==> src/rtl/pll_lock_supervisor_if.sv <==
// Signal bundle between the PLL wrapper, the supervisor and the design it resets.
// The supervisor uses the master side; the PLL/design side uses the slave side.
interface pll_lock_supervisor_if;
  logic       pll_locked;
  logic       clear_counts;
  logic       pll_rst;
  logic       rst_out;
  logic       ready;
  logic [7:0] lock_loss_count;
  logic [7:0] retry_count;

  modport master (
    input  pll_locked,
    input  clear_counts,
    output pll_rst,
    output rst_out,
    output ready,
    output lock_loss_count,
    output retry_count
  );

  modport slave (
    output pll_locked,
    output clear_counts,
    input  pll_rst,
    input  rst_out,
    input  ready,
    input  lock_loss_count,
    input  retry_count
  );
endinterface

==> src/rtl/pll_lock_supervisor.sv <==
// Turns an asynchronous PLL lock flag into a clean registered design reset,
// retrying the PLL with a reset pulse when lock never arrives.
module pll_lock_supervisor #(
  parameter int SYNC_STAGES         = 2,
  parameter int LOCK_STABLE_CYCLES  = 1024,
  parameter int RESET_HOLD_CYCLES   = 16,
  parameter int LOCK_TIMEOUT_CYCLES = 65536,
  parameter int RETRY_PULSE_CYCLES  = 8,
  parameter int CNT_W               = 20
) (
  input  logic                   clock,
  input  logic                   reset,
  pll_lock_supervisor_if.master  bus
);

  typedef enum logic [2:0] {
    WAIT_LOCK,
    STABLE,
    HOLD,
    RUN,
    PLL_RESET
  } state_t;

  // The WAIT_LOCK cycle that first sees locked_s high already counts as one
  // stable cycle, so STABLE itself only needs LOCK_STABLE_CYCLES-1 more.
  localparam logic [CNT_W-1:0] STABLE_LAST  = CNT_W'(LOCK_STABLE_CYCLES - 2);
  localparam logic [CNT_W-1:0] HOLD_LAST    = CNT_W'(RESET_HOLD_CYCLES - 1);
  localparam logic [CNT_W-1:0] TIMEOUT_LAST = CNT_W'(LOCK_TIMEOUT_CYCLES - 1);
  localparam logic [CNT_W-1:0] PULSE_LAST   = CNT_W'(RETRY_PULSE_CYCLES - 1);

  logic [SYNC_STAGES-1:0] sync_q;
  logic                   locked_s;

  state_t           state_q, state_d;
  logic [CNT_W-1:0] cnt_q, cnt_d;
  logic             rst_out_q, rst_out_d;
  logic             ready_q, ready_d;
  logic             pll_rst_q, pll_rst_d;
  logic [7:0]       loss_q, loss_d;
  logic [7:0]       retry_q, retry_d;
  logic             loss_evt;
  logic             retry_evt;

  assign locked_s = sync_q[SYNC_STAGES-1];

  always_ff @(posedge clock) begin
    if (reset) begin
      sync_q    <= '0;
      state_q   <= WAIT_LOCK;
      cnt_q     <= '0;
      rst_out_q <= 1'b1;
      ready_q   <= 1'b0;
      pll_rst_q <= 1'b0;
      loss_q    <= 8'd0;
      retry_q   <= 8'd0;
    end else begin
      sync_q    <= {sync_q[SYNC_STAGES-2:0], bus.pll_locked};
      state_q   <= state_d;
      cnt_q     <= cnt_d;
      rst_out_q <= rst_out_d;
      ready_q   <= ready_d;
      pll_rst_q <= pll_rst_d;
      loss_q    <= loss_d;
      retry_q   <= retry_d;
    end
  end

  always_comb begin
    state_d   = state_q;
    loss_evt  = 1'b0;
    retry_evt = 1'b0;
    case (state_q)
      WAIT_LOCK: begin
        if (locked_s) begin
          state_d = STABLE;
        end else if (cnt_q == TIMEOUT_LAST) begin
          state_d   = PLL_RESET;
          retry_evt = 1'b1;
        end
      end
      STABLE: begin
        if (!locked_s) begin
          state_d = WAIT_LOCK;
        end else if (cnt_q == STABLE_LAST) begin
          state_d = HOLD;
        end
      end
      HOLD: begin
        if (!locked_s) begin
          state_d = WAIT_LOCK;
        end else if (cnt_q == HOLD_LAST) begin
          state_d = RUN;
        end
      end
      RUN: begin
        if (!locked_s) begin
          state_d  = WAIT_LOCK;
          loss_evt = 1'b1;
        end
      end
      PLL_RESET: begin
        if (cnt_q == PULSE_LAST) begin
          state_d = WAIT_LOCK;
        end
      end
      default: state_d = WAIT_LOCK;
    endcase

    // RUN has no timed exit, so the counter parks there instead of wrapping.
    if (state_d != state_q) begin
      cnt_d = '0;
    end else if (state_q == RUN) begin
      cnt_d = cnt_q;
    end else begin
      cnt_d = cnt_q + CNT_W'(1);
    end
  end

  // Outputs are decoded from the next state so they change on the same edge.
  always_comb begin
    rst_out_d = (state_d != RUN);
    ready_d   = (state_d == RUN);
    pll_rst_d = (state_d == PLL_RESET);

    if (bus.clear_counts) begin
      loss_d = loss_evt ? 8'd1 : 8'd0;
    end else if (loss_evt && (loss_q != 8'hFF)) begin
      loss_d = loss_q + 8'd1;
    end else begin
      loss_d = loss_q;
    end

    if (bus.clear_counts) begin
      retry_d = retry_evt ? 8'd1 : 8'd0;
    end else if (retry_evt && (retry_q != 8'hFF)) begin
      retry_d = retry_q + 8'd1;
    end else begin
      retry_d = retry_q;
    end
  end

  assign bus.rst_out         = rst_out_q;
  assign bus.ready           = ready_q;
  assign bus.pll_rst         = pll_rst_q;
  assign bus.lock_loss_count = loss_q;
  assign bus.retry_count     = retry_q;

endmodule
==> src/flat_wrapper.sv <==
// flat-port wrapper written by rule: the top's interface ports become plain ports
module pll_lock_supervisor_flat 
#(
  parameter int SYNC_STAGES         = 2,
  parameter int LOCK_STABLE_CYCLES  = 1024,
  parameter int RESET_HOLD_CYCLES   = 16,
  parameter int LOCK_TIMEOUT_CYCLES = 65536,
  parameter int RETRY_PULSE_CYCLES  = 8,
  parameter int CNT_W               = 20
)
  (clock, reset, bus_pll_locked, bus_clear_counts, bus_pll_rst, bus_rst_out, bus_ready, bus_lock_loss_count, bus_retry_count);
  pll_lock_supervisor_if bus_i ();
  input  logic clock;
  input  logic reset;
  input wire logic [$bits(bus_i.pll_locked)-1:0] bus_pll_locked;
  input wire logic [$bits(bus_i.clear_counts)-1:0] bus_clear_counts;
  output wire logic [$bits(bus_i.pll_rst)-1:0] bus_pll_rst;
  output wire logic [$bits(bus_i.rst_out)-1:0] bus_rst_out;
  output wire logic [$bits(bus_i.ready)-1:0] bus_ready;
  output wire logic [$bits(bus_i.lock_loss_count)-1:0] bus_lock_loss_count;
  output wire logic [$bits(bus_i.retry_count)-1:0] bus_retry_count;
  assign bus_i.pll_locked = bus_pll_locked;
  assign bus_i.clear_counts = bus_clear_counts;
  assign bus_pll_rst = bus_i.pll_rst;
  assign bus_rst_out = bus_i.rst_out;
  assign bus_ready = bus_i.ready;
  assign bus_lock_loss_count = bus_i.lock_loss_count;
  assign bus_retry_count = bus_i.retry_count;
  pll_lock_supervisor #(.SYNC_STAGES(SYNC_STAGES), .LOCK_STABLE_CYCLES(LOCK_STABLE_CYCLES), .RESET_HOLD_CYCLES(RESET_HOLD_CYCLES), .LOCK_TIMEOUT_CYCLES(LOCK_TIMEOUT_CYCLES), .RETRY_PULSE_CYCLES(RETRY_PULSE_CYCLES), .CNT_W(CNT_W)) u_core (.clock(clock), .reset(reset), .bus(bus_i));
endmodule
==> config.mk <==
export PLATFORM = sky130hd
export DESIGN_NAME = pll_lock_supervisor_flat
export DESIGN_NICKNAME = d
export VERILOG_FILES = /design/src/rtl/pll_lock_supervisor_if.sv /design/src/rtl/pll_lock_supervisor.sv /design/src/flat_wrapper.sv
export SDC_FILE = /design/constraint.sdc
export NUM_CORES = 1
export LEC_CHECK = 0
export BUFFER_PORTS_ARGS = -buffer_cell sky130_fd_sc_hd__buf_2
export CAP_MARGIN = 20
export CELL_PAD_IN_SITES_DETAIL_PLACEMENT = 0
export CELL_PAD_IN_SITES_GLOBAL_PLACEMENT = 1
export CORE_ASPECT_RATIO = 0.9
export CORE_MARGIN = 4
export CORE_UTILIZATION = 39
export DETAILED_ROUTE_END_ITERATION = 10
export GPL_TIMING_DRIVEN = 0
export PLACE_DENSITY_LB_ADDON = 0.1
export REMOVE_ABC_BUFFERS = 1
export SLEW_MARGIN = 20
export SYNTH_ARGS = -nofsm -noshare
export SYNTH_HDL_FRONTEND = slang
export SYNTH_SLANG_ARGS = --single-unit
export TNS_END_PERCENT = 50
==> constraint.sdc <==
create_clock -name clock -period 1.9 [get_ports clock]
set_input_delay 0.38 -clock clock [delete_from_list [all_inputs] [get_ports clock]]
set_output_delay 0.38 -clock clock [all_outputs]
set_load 0.005 [all_outputs]
[Word level (Yosys, flattened, before mapping)]
Index checks and enable logic that the tools add are counted.
Storage, ports and cells
  word-level logic and storage cells: 51
  bits in read-only memories: 0
  output and inout bits: 19
  bits in writable memories: 0
  memories kept: 0
  latch bits: 0
  bits in registers: 44
Cells by class
  reduce and logical (&&, ||, !) cells: 6
  bitwise operators: 0
  $add $sub $neg: 3
  multiply operators: 0
  shift operators: 0
  equal/unequal tests: 14
  order comparisons: 0
  multiplexer cells: 20
  divide/modulo/power cells: 0
Operators with widths (number)
  2-to-1 mux 8 bit: 4
  2-to-1 mux 3 bit: 8
  adder 20 x 1 -> 20 bit (second input constant): 1
  equality test 20 x 10 -> 1 bit (second input constant): 1
  equality test 20 x 16 -> 1 bit (second input constant): 1
  equality test 20 x 3 -> 1 bit (second input constant): 1
  equality test 20 x 4 -> 1 bit (second input constant): 1
  adder 8 x 1 -> 8 bit (second input constant): 2
  inequality test 8 bit (second input constant): 2
  one-hot mux 3 bit (5 select lines): 1
  equality test 3 x 2 -> 1 bit (second input constant): 3
  2-to-1 mux 1 bit: 7
  equality test 3 bit (second input constant): 2
  nonzero test 2 bit: 2
  equality test 3 x 1 -> 1 bit (second input constant): 1
  zero test 3 bit: 1
  inequality test 3 x 2 -> 1 bit (second input constant): 1
  inequality test 3 bit: 1
  logical AND 1 bit: 2
  OR reduction 2 bit: 1

[Longest topological paths before layout]
Gate-level depths: netlist of run 1.
  depth in word-level cells: 7
  depth in mapped cells: 8
  gate-level depth less buffers: 7

[Worst setup path after synthesis of run 1]
Ideal clock, no wire load.
  kind: register -> register
  from: register u_core.cnt_q[10]
  to: register u_core.cnt_q[0]
  path slack: -157 ps
  arrival time: 1940 ps
  required time: 1783 ps
  setup time: 117 ps
  stages on the path, launching flop included: 7
  cell sequence: dfxtp_1 > or4_1 > nor4_2 > a2111oi_0 > a31oi_1 > buf_2 > nor2_1
On the way
  longest elaborated chain between the ends: 6
  elaborated cells between the ends (all ways): 14
Ends and longest elaborated chain
  from (decl): line pll_lock_supervisor.sv:35  | logic [CNT_W-1:0] cnt_q, cnt_d;
  from (signal assigned): line pll_lock_supervisor.sv:59  | cnt_q <= cnt_d;
  equality test 20 x 4 -> 1 bit, or another cell as far along: line pll_lock_supervisor.sv:91  | end else if (cnt_q == HOLD_LAST) begin
  2-to-1 mux 3 bit, on equally long branches: line pll_lock_supervisor.sv:91, pll_lock_supervisor.sv:76, pll_lock_supervisor.sv:84
  2-to-1 mux 3 bit, on equally long branches: line pll_lock_supervisor.sv:89, pll_lock_supervisor.sv:74, pll_lock_supervisor.sv:82
  one-hot mux 3 bit (5 select lines) *: line pll_lock_supervisor.sv:72  | case (state_q)
  inequality test 3 bit *: line pll_lock_supervisor.sv:110  | if (state_d != state_q) begin
  OR reduction 2 bit (no source line) *
Mark *: on every way between the ends. The rest lies on a longest branch, timed or not.
A chain may end at the register's enable or synchronous reset.

[Final worst setup path of run 1]
  from: register u_core.state_q[2]
  to: register u_core.retry_q[3] (netlist: u_core.bus.retry_count[3])
On the way
  longest elaborated chain between the ends: 4
Ends and longest elaborated chain
  from (decl): line pll_lock_supervisor.sv:34  | state_t state_q, state_d;
  from (signal assigned): line pll_lock_supervisor.sv:58  | state_q <= state_d;
  zero test 3 bit: line pll_lock_supervisor.sv:72
  2-to-1 mux 1 bit: line pll_lock_supervisor.sv:72
  logical AND 1 bit: line pll_lock_supervisor.sv:135  | end else if (retry_evt && (retry_q != 8'hFF)) begin
  nonzero test 2 bit (no source line)
  to (signal assigned): line pll_lock_supervisor.sv:64  | retry_q <= retry_d;
  to (decl): line pll_lock_supervisor.sv:40  | logic [7:0] retry_q, retry_d;
Every way passes these cells.

==> flow_summary.json, run 1 <==
{
  "p_per_area_nw_per_um2": 579,
  "synth.area.top_cells": "dfxtp_1, nor2_1, xor2_1",
  "hold_buffers": 0,
  "yosysWarnings": 0,
  "cpMostUsedCell": "or4_4",
  "routed_via_density": 5.03,
  "synth_cells": 244,
  "status": "complete, but fails checks",
  "holdWs_ns": 0.338,
  "num_antenna_cells": 0,
  "ioPinCount": 23,
  "synth-seq-cells": 44,
  "fin_area_um2": 2750,
  "rsz0062_at_grt": "yes",
  "finalMaxSlewViolations": 0,
  "place_inst": 327,
  "grt_max_degree": 15,
  "syn_area_per_cell_um2": 8.60,
  "final_util_pct": 52.6,
  "violations": "negative setup slack",
  "layout-drive-gt1-share_pct": 35.0,
  "antenna_left": 0,
  "numCtsBuffers": 5,
  "dp_hpwl_um": 3220,
  "synthDistinctLibCells": 36,
  "cts_root_buf": "clkbuf_8",
  "worstMarginPinSlew_ns": 0.428,
  "layout_setup_ws_ns": -0.173,
  "final_common_cell": "nor2_1",
  "initial_utilization_pct": 40.2,
  "gp_congestion": 0.714,
  "fin_skew_ns": 0.00512,
  "required_ns": 2.08,
  "numPortBuffers": 22,
  "fin_nets": 295,
  "wl_per_cell_um": 14.1,
  "arrival_ns": 2.25,
  "htree_levels": 2,
  "grt.total_usage_pct": 15.8,
  "antenna_found_initial": 0,
  "grt_overflow": 0,
  "hold_class": "input pin to register",
  "grt_pass1_wl_um": 8510,
  "p_leak_nw": 1.00,
  "path_max_fanout": 4,
  "ys_seq_area_share_pct": 42.0,
  "fp-row-count": 25,
  "syn_area_um2": 2100,
  "clk_latency_ns": 0.29,
  "path_cells": "or4_4 > or4_4 > nor4b_4 > xnor2_1 > nor2_1",
  "cp_slowest_stage_delay_ns": 0.62,
  "relSlewSlack_pct": 71.3,
  "layout_common_cells": "nor2_1, dfxtp_1, buf_2",
  "die_h_um": 77.6,
  "drt-initial-drc-count": 69,
  "placed_cell_area_um2": 2270,
  "drt_first_pass_iters": 4,
  "netlist.area_leader.share_pct": 42.0,
  "cts.sinks": 44,
  "tns_ns": -2.13,
  "drc_errors": 0,
  "hold_viol_final": 0,
  "cts_tree": "built",
  "max-cap-violations": 0,
  "peakVddDrop_v": 0.000331,
  "postRouteWirelength_um": 4990,
  "core-area_um2": 5220,
  "yosys.area.top_type": "dfxtp_1",
  "clockBufferDepth": 2,
  "crit_path_top_delay_cell": "or4_4",
  "syn2layout_area_growth_pct": 30.9,
  "place_ws_ns": -0.941,
  "die_area_um2": 6620,
  "via_count": 1777,
  "power_mw": 1.59,
  "finalCritPeriodShare_pct": 109,
  "fin_cells": 353,
  "min_period_ns": 2.07,
  "die-width_um": 85.3,
  "grt_pass1_vias": 1763,
  "fmax_ghz": 0.482,
  "clk_pin_slew_worst_paths_ns": 0.08,
  "critPathLaunchType": "register",
  "critPathKind": "register to register",
  "end_kind": "register",
  "setup_violations": 29
}
where the power goes:
group / internal [mW] / total, mW / switching (mW)
sequential: 0.927 / 0.940 / 0.0123
clock: 0.251 / 0.561 / 0.310
combinational: 0.0420 / 0.0898 / 0.0478
path summary, 6_finish.rpt:
kind,startpoint,to,slack [ns],cells past startpoint
setup / recovery,u_core.state_q[2],u_core.bus.retry_count[3],-0.17,5
setup reg to reg,u_core.state_q[2],u_core.bus.retry_count[3],-0.17,5
hold / removal,bus_pll_locked,u_core.sync_q[0],0.34,2
hold reg to reg,u_core.sync_q[0],u_core.sync_q[1],0.44,1
cells in the mapped netlist (all sizes together):
library cell	count
buf	1
o21ai	4
ha	5
a211oi	4
nor3	5
clkbuf	5
nor4b	1
dfxtp	44
a21oi	7
a31oi	1
or2	3
inv	5
nor2b	2
nand4	14
and3	7
nand2	14
nor4	4
nand2b	1
a21o	1
and2	5
nand3b	2
xnor2	11
nor2	48
and4	3
mux2i	2
nor3b	2
xor2	19
or3	2
a2111oi	1
or4bb	1
nand3	14
or4	6
logic make-up after synthesis:
| family | count (synthesis) | synth area share, % |
|---|---|---|
| adders and majority gates | 5 | 2.98 |
| DFF | 44 | 42.0 |
| and+or+nand+nor | 134 | 34.0 |
| AOI/OAI and AO/OA | 18 | 5.55 |
| xor gates and xnor gates | 30 | 12.5 |
| muxes | 2 | 0.954 |
| buffers and inverters | 11 | 2.03 |
registers in the layout (all words and copies together) (netlist names):
register	flops
u_core.bus.ready	1
u_core.cnt_q	20
u_core.state_q	3
u_core.sync_q	2
u_core.bus.retry_count	8
u_core.bus.rst_out	1
u_core.bus.lock_loss_count	8
u_core.bus.pll_rst	1
layer usage:
layer,vias to the layer above,track usage (%),routed length (µm),part of all wire [%]
met5,-,0,0,0
met4,0,4.75,51,1.0
met3,5,2.97,146,2.9
met2,18,24.8,2260,45
met1,824,22.0,2530,51
li1,930,-,-,-
repair_timing:
item,in CTS,in global routing
pin swaps,29,12
endpoints found under the setup margin,39,39
gates resized for setup,34,30
setup buffers,10,9
critical path, delay by kind of cell, from the launching register on:
family,cells,cell delay [ns]
simple gates,4,1.48
flops,1,0.34
xor+xnor,1,0.15
final cells by class:
cell class / instances / area (µm²)
clock buffers: 6 / 72.6
clock inverters: 1 / 5.00
fillers: 497 / 2480
inverters: 5 / 18.8
multi-input cells: 189 / 1390
flip-flops and latches: 44 / 906
well taps: 67 / 83.8
repair buffers: 41 / 272
No activity file was read; power rests on OpenSTA's default activity.
==> run 2: changes to the inputs <==
- CORE_UTILIZATION: 39 -> 41
- CTS_BUF_LIST: not set -> sky130_fd_sc_hd__clkbuf_8
- RECOVER_POWER: not set -> 50
==> flow_summary.json, run 2 (synthesis gave the netlist of run 1 again) <==
{
  "dr_wl_met2_um": 2280,
  "htree_levels": 2,
  "antenna_found_initial": 0,
  "nFillCells": 460,
  "worstMarginPinSlew_ns": 0.530,
  "place_ws_ns": -0.990,
  "hold_buffers": 0,
  "fp-row-count": 24,
  "core-area_um2": 4890,
  "via_count": 1838,
  "drt-initial-drc-count": 59,
  "clk_pin_slew_worst_paths_ns": 0.08,
  "min_period_ns": 2.07,
  "layout_common_cells": "nor2_1, dfxtp_1, xor2_1",
  "fmax_ghz": 0.483,
  "clockBufferDepth": 2,
  "die_h_um": 75.9,
  "dr_wl_met3_um": 153,
  "max-cap-violations": 0,
  "power_frac_seq_pct": 56.3,
  "status": "complete, but fails checks",
  "dp_hpwl_um": 3200,
  "syn2layout_area_growth_pct": 32.3,
  "clk_latency_ns": 0.29,
  "final_common_cell": "nor2_1",
  "critPathKind": "register to register",
  "finalCritPeriodShare_pct": 109,
  "grt_max_degree": 15,
  "final_util_pct": 56.7,
  "grt_overflow": 0,
  "violations": "negative setup slack",
  "fin_nets": 297,
  "relSlewSlack_pct": 64.6,
  "p_clk_share_pct": 37.9,
  "initial_utilization_pct": 42.9,
  "power_frac_comb_pct": 5.7,
  "p_int_mw": 1.30,
  "num_antenna_cells": 0,
  "rsz0062_at_grt": "yes",
  "power.switching_mw": 0.368,
  "drt_first_pass_iters": 4,
  "switching_share_pct": 22.1,
  "numCtsBuffers": 5,
  "drc_errors": 0,
  "grt.total_usage_pct": 15.7,
  "path_max_fanout": 4,
  "grt_pass1_vias": 1662,
  "gp_congestion": 0.726,
  "grt_pass1_wl_um": 7940,
  "cts_tree": "built",
  "arrival_ns": 2.29,
  "required_ns": 2.12,
  "die-width_um": 83.4,
  "cts.sinks": 44,
  "critPathLaunchType": "register",
  "hold_class": "input pin to register",
  "routed.top_layer": "met4",
  "routed_via_density": 5.21,
  "layout_setup_ws_ns": -0.170,
  "antenna_left": 0,
  "hold_viol_final": 0,
  "layout-drive-gt1-share_pct": 33.3,
  "postRouteWirelength_um": 4990,
  "ioPinCount": 23,
  "fin_skew_ns": 0.00537,
  "end_kind": "register",
  "setup_violations": 30,
  "m1WireLength_um": 2470,
  "wl_per_cell_um": 14.1,
  "p_leak_nw": 1.03,
  "largest_reg_flops": 20,
  "finalMaxSlewViolations": 0,
  "die_area_um2": 6330,
  "p_per_area_nw_per_um2": 600,
  "top_register": "u_core.cnt_q",
  "cts_root_buf": "clkbuf_8",
  "numPortBuffers": 22,
  "peakVddDrop_v": 0.000382
}
==> run 2: metrics by stage <==
stage	instance area (µm²)	cells	setup TNS [ns]	hold slack (ns)	total power, mW
5_1_grt	2780	353	-4.38	0.347	1.74
2_1_floorplan	2070	238	-5.30	0.414	0.993
4_1_cts	2600	343	-2.96	0.329	1.67
3_3_place_gp	2270	325	-17.43	0.420	1.01
3_5_place_dp	2270	325	-17.28	0.427	1.01
6_report	2780	353	-2.78	0.329	1.67
==> run 2: metal layers <==
metal  global-route usage (%)  vias up
met5                        0        -
met4                     5.44        0
met3                     3.68        9
met2                     25.6       29
met1                     20.7      864
li1                         -      936
==> run 2: cell type report <==
| class | instances | area (µm²) | share of cell area [%] |
|---|---|---|---|
| multi-input cells | 189 | 1390 | 50.2 |
| flip-flops and latches | 44 | 910 | 32.8 |
| repair buffers | 43 | 278 | 10.0 |
| clock buffers | 7 | 96.3 | 3.47 |
| well taps | 65 | 81.3 | 2.93 |
| inverters | 5 | 18.8 | 0.676 |
==> run 2: power groups by stage <==
stage	Sequential, mW	Clock, mW	Combinational, mW
final	0.938	0.632	0.0953
after global routing	0.940	0.696	0.103
after CTS	0.941	0.660	0.0727
after detailed placement	0.963	0	0.0509
after global placement	0.963	0	0.0512
after floorplan	0.960	0	0.0328
==> run 2: timing repair <==
action | in CTS | in global routing
cloned | 0 | 0
pin swaps | 31 | 22
buffers inserted | 11 | 10
setup endpoints to repair | 38 | 39
gates resized for setup | 31 | 32
==> run 2: worst paths after layout <==
check | depth (start not counted) | from | end | slack, ns
setup / recovery | 5 | u_core.cnt_q[17] | u_core.bus.retry_count[6] | -0.17
setup reg to reg | 5 | u_core.cnt_q[17] | u_core.bus.retry_count[6] | -0.17
hold / removal | 2 | bus_pll_locked | u_core.sync_q[0] | 0.33
hold reg to reg | 1 | u_core.sync_q[0] | u_core.sync_q[1] | 0.46
==> run 2: critical path: stages (launching register included) <==
cell	delay (ns)
dfxtp_2	0.34
or4_4	0.60
nor4_4	0.42
nand4_1	0.18
or3_1	0.33
a21oi_1	0.13
==> run 3: changes to the inputs <==
- clock period: 1.9 -> 1.85 ns (I/O delays scaled with it)
==> flow_summary.json, run 3 (synthesis gave the netlist of run 1 again) <==
{
  "layout_common_cells": "nor2_1, dfxtp_1, xor2_1",
  "top_register": "u_core.cnt_q",
  "cts_root_buf": "clkbuf_8",
  "required_ns": 2.07,
  "reg2reg_from": "u_core.cnt_q[17]",
  "end_kind": "register",
  "max-cap-violations": 0,
  "place_ws_ns": -1.04,
  "grt_pass1_wl_um": 7940,
  "regToRegSetupSlack_ns": -0.22,
  "initial_utilization_pct": 42.9,
  "largest_reg_flops": 20,
  "cp_slowest_stage_delay_ns": 0.60,
  "arrival_ns": 2.29,
  "power_mw": 1.71,
  "final_common_cell": "nor2_1",
  "cts.sinks": 44,
  "finalMaxSlewViolations": 0,
  "min_period_ns": 2.07,
  "dp_hpwl_um": 3200,
  "grt_overflow": 0,
  "fp-row-count": 24,
  "fin_skew_ns": 0.00574,
  "layout_setup_ws_ns": -0.222,
  "clk_latency_ns": 0.29,
  "hold_class": "input pin to register",
  "drc_errors": 0,
  "peakVddDrop_v": 0.000392,
  "finalCritPeriodShare_pct": 112,
  "whs_endpoint": "u_core.sync_q[0]",
  "r2r-end": "u_core.bus.retry_count[6]",
  "setup_violations": 30,
  "rsz0062_at_grt": "yes",
  "numCtsBuffers": 5,
  "antenna_found_initial": 0,
  "path_cells": "or4_4 > nor4_4 > nand4_1 > or3_1 > a21oi_1",
  "die_h_um": 75.9,
  "worstMarginPinSlew_ns": 0.530,
  "rr_worst_depth": 5,
  "hold_depth": 2,
  "cts_tree": "built",
  "syn2layout_area_growth_pct": 32.4,
  "antenna_left": 0,
  "critPathKind": "register to register",
  "grt_pass1_vias": 1662,
  "die_area_um2": 6330,
  "violations": "negative setup slack",
  "hold_viol_final": 0,
  "die-width_um": 83.4,
  "p_per_area_nw_per_um2": 616,
  "drt_first_pass_iters": 4,
  "grt_max_degree": 15,
  "drt-initial-drc-count": 75,
  "fmax_ghz": 0.483,
  "clockBufferDepth": 2,
  "wl_per_cell_um": 14.2,
  "postRouteWirelength_um": 5000,
  "path_max_fanout": 4,
  "via_count": 1836,
  "p_leak_nw": 1.02,
  "core-area_um2": 4890,
  "hold_buffers": 0,
  "relSlewSlack_pct": 64.6,
  "crit_path_top_delay_cell": "or4_4",
  "layout-drive-gt1-share_pct": 33.7,
  "num_antenna_cells": 0,
  "hold_start": "bus_pll_locked",
  "htree_levels": 2,
  "routed_via_density": 5.20,
  "clk_pin_slew_worst_paths_ns": 0.08,
  "critPathLaunchType": "register",
  "ioPinCount": 23,
  "status": "complete, but fails checks",
  "numPortBuffers": 22,
  "grt.total_usage_pct": 15.7,
  "fin_nets": 297,
  "gp_congestion": 0.726
}
[run 3: per-layer routing]
layer	global-route usage (%)	wire (µm)	up-vias
li1	-	-	935
met1	20.7	2480	868
met2	25.6	2290	24
met3	3.68	152	9
met4	5.44	82	0
met5	0	0	-
[run 3: layout make-up]
type	count	area, µm²
inverters	5	18.8
multi-input cells	189	1400
clock buffers	7	96.3
repair buffers	43	278
flip-flops and latches	44	910
fillers	462	2120
well taps	65	81.3
[run 3: worst max-delay path: cells and delay by family (launching register included)]
kind             cells  cell delay, ns
flip-flops           1            0.34
AND/OR/NAND/NOR      4            1.53
AO/OA/AOI/OAI        1            0.13
[run 3: worst max-delay path by stage]
stage	cells past startpoint	startpoint	slack (ns)	to
finish	5	u_core.cnt_q[17]	-0.22	u_core.bus.retry_count[6]
global route	5	u_core.cnt_q[17]	-0.29	u_core.bus.retry_count[6]
CTS	5	u_core.state_q[1]	-0.22	u_core.bus.retry_count[3]
detailed placement	5	u_core.cnt_q[10]	-1.04	u_core.cnt_q[5]
global placement	5	u_core.cnt_q[10]	-1.04	u_core.cnt_q[1]
floorplan	5	u_core.cnt_q[10]	-0.44	u_core.cnt_q[1]
[run 3: power by group]
part / total [mW] / switching (mW) / internal [mW]
Sequential: 0.963 / 0.0125 / 0.951
Combinational: 0.0980 / 0.0500 / 0.0480
Clock: 0.650 / 0.317 / 0.333
Total: 1.71 / 0.380 / 1.33
[run 3: metrics by stage]
| stage | hold slack (ns) | util [%] | cell area [µm²] | std cells | setup TNS [ns] |
|---|---|---|---|---|---|
| after floorplan | 0.414 | - | 2070 | 238 | -6.57 |
| final | 0.318 | 56.8 | 2780 | 353 | -4.34 |
| after global routing | 0.337 | 56.8 | 2780 | 353 | -5.89 |
| after global placement | 0.420 | 46.3 | 2270 | 325 | -19.38 |
| after CTS | 0.319 | 53.1 | 2600 | 343 | -4.90 |
| after detailed placement | 0.427 | 46.3 | 2270 | 325 | -19.18 |
[run 3: what timing repair did]
item	4_1_cts	5_1_grt
hold endpoints to repair	0	0
pin swaps	32	21
resized for setup	31	33
setup buffers	11	10
endpoints found under the setup margin	41	41
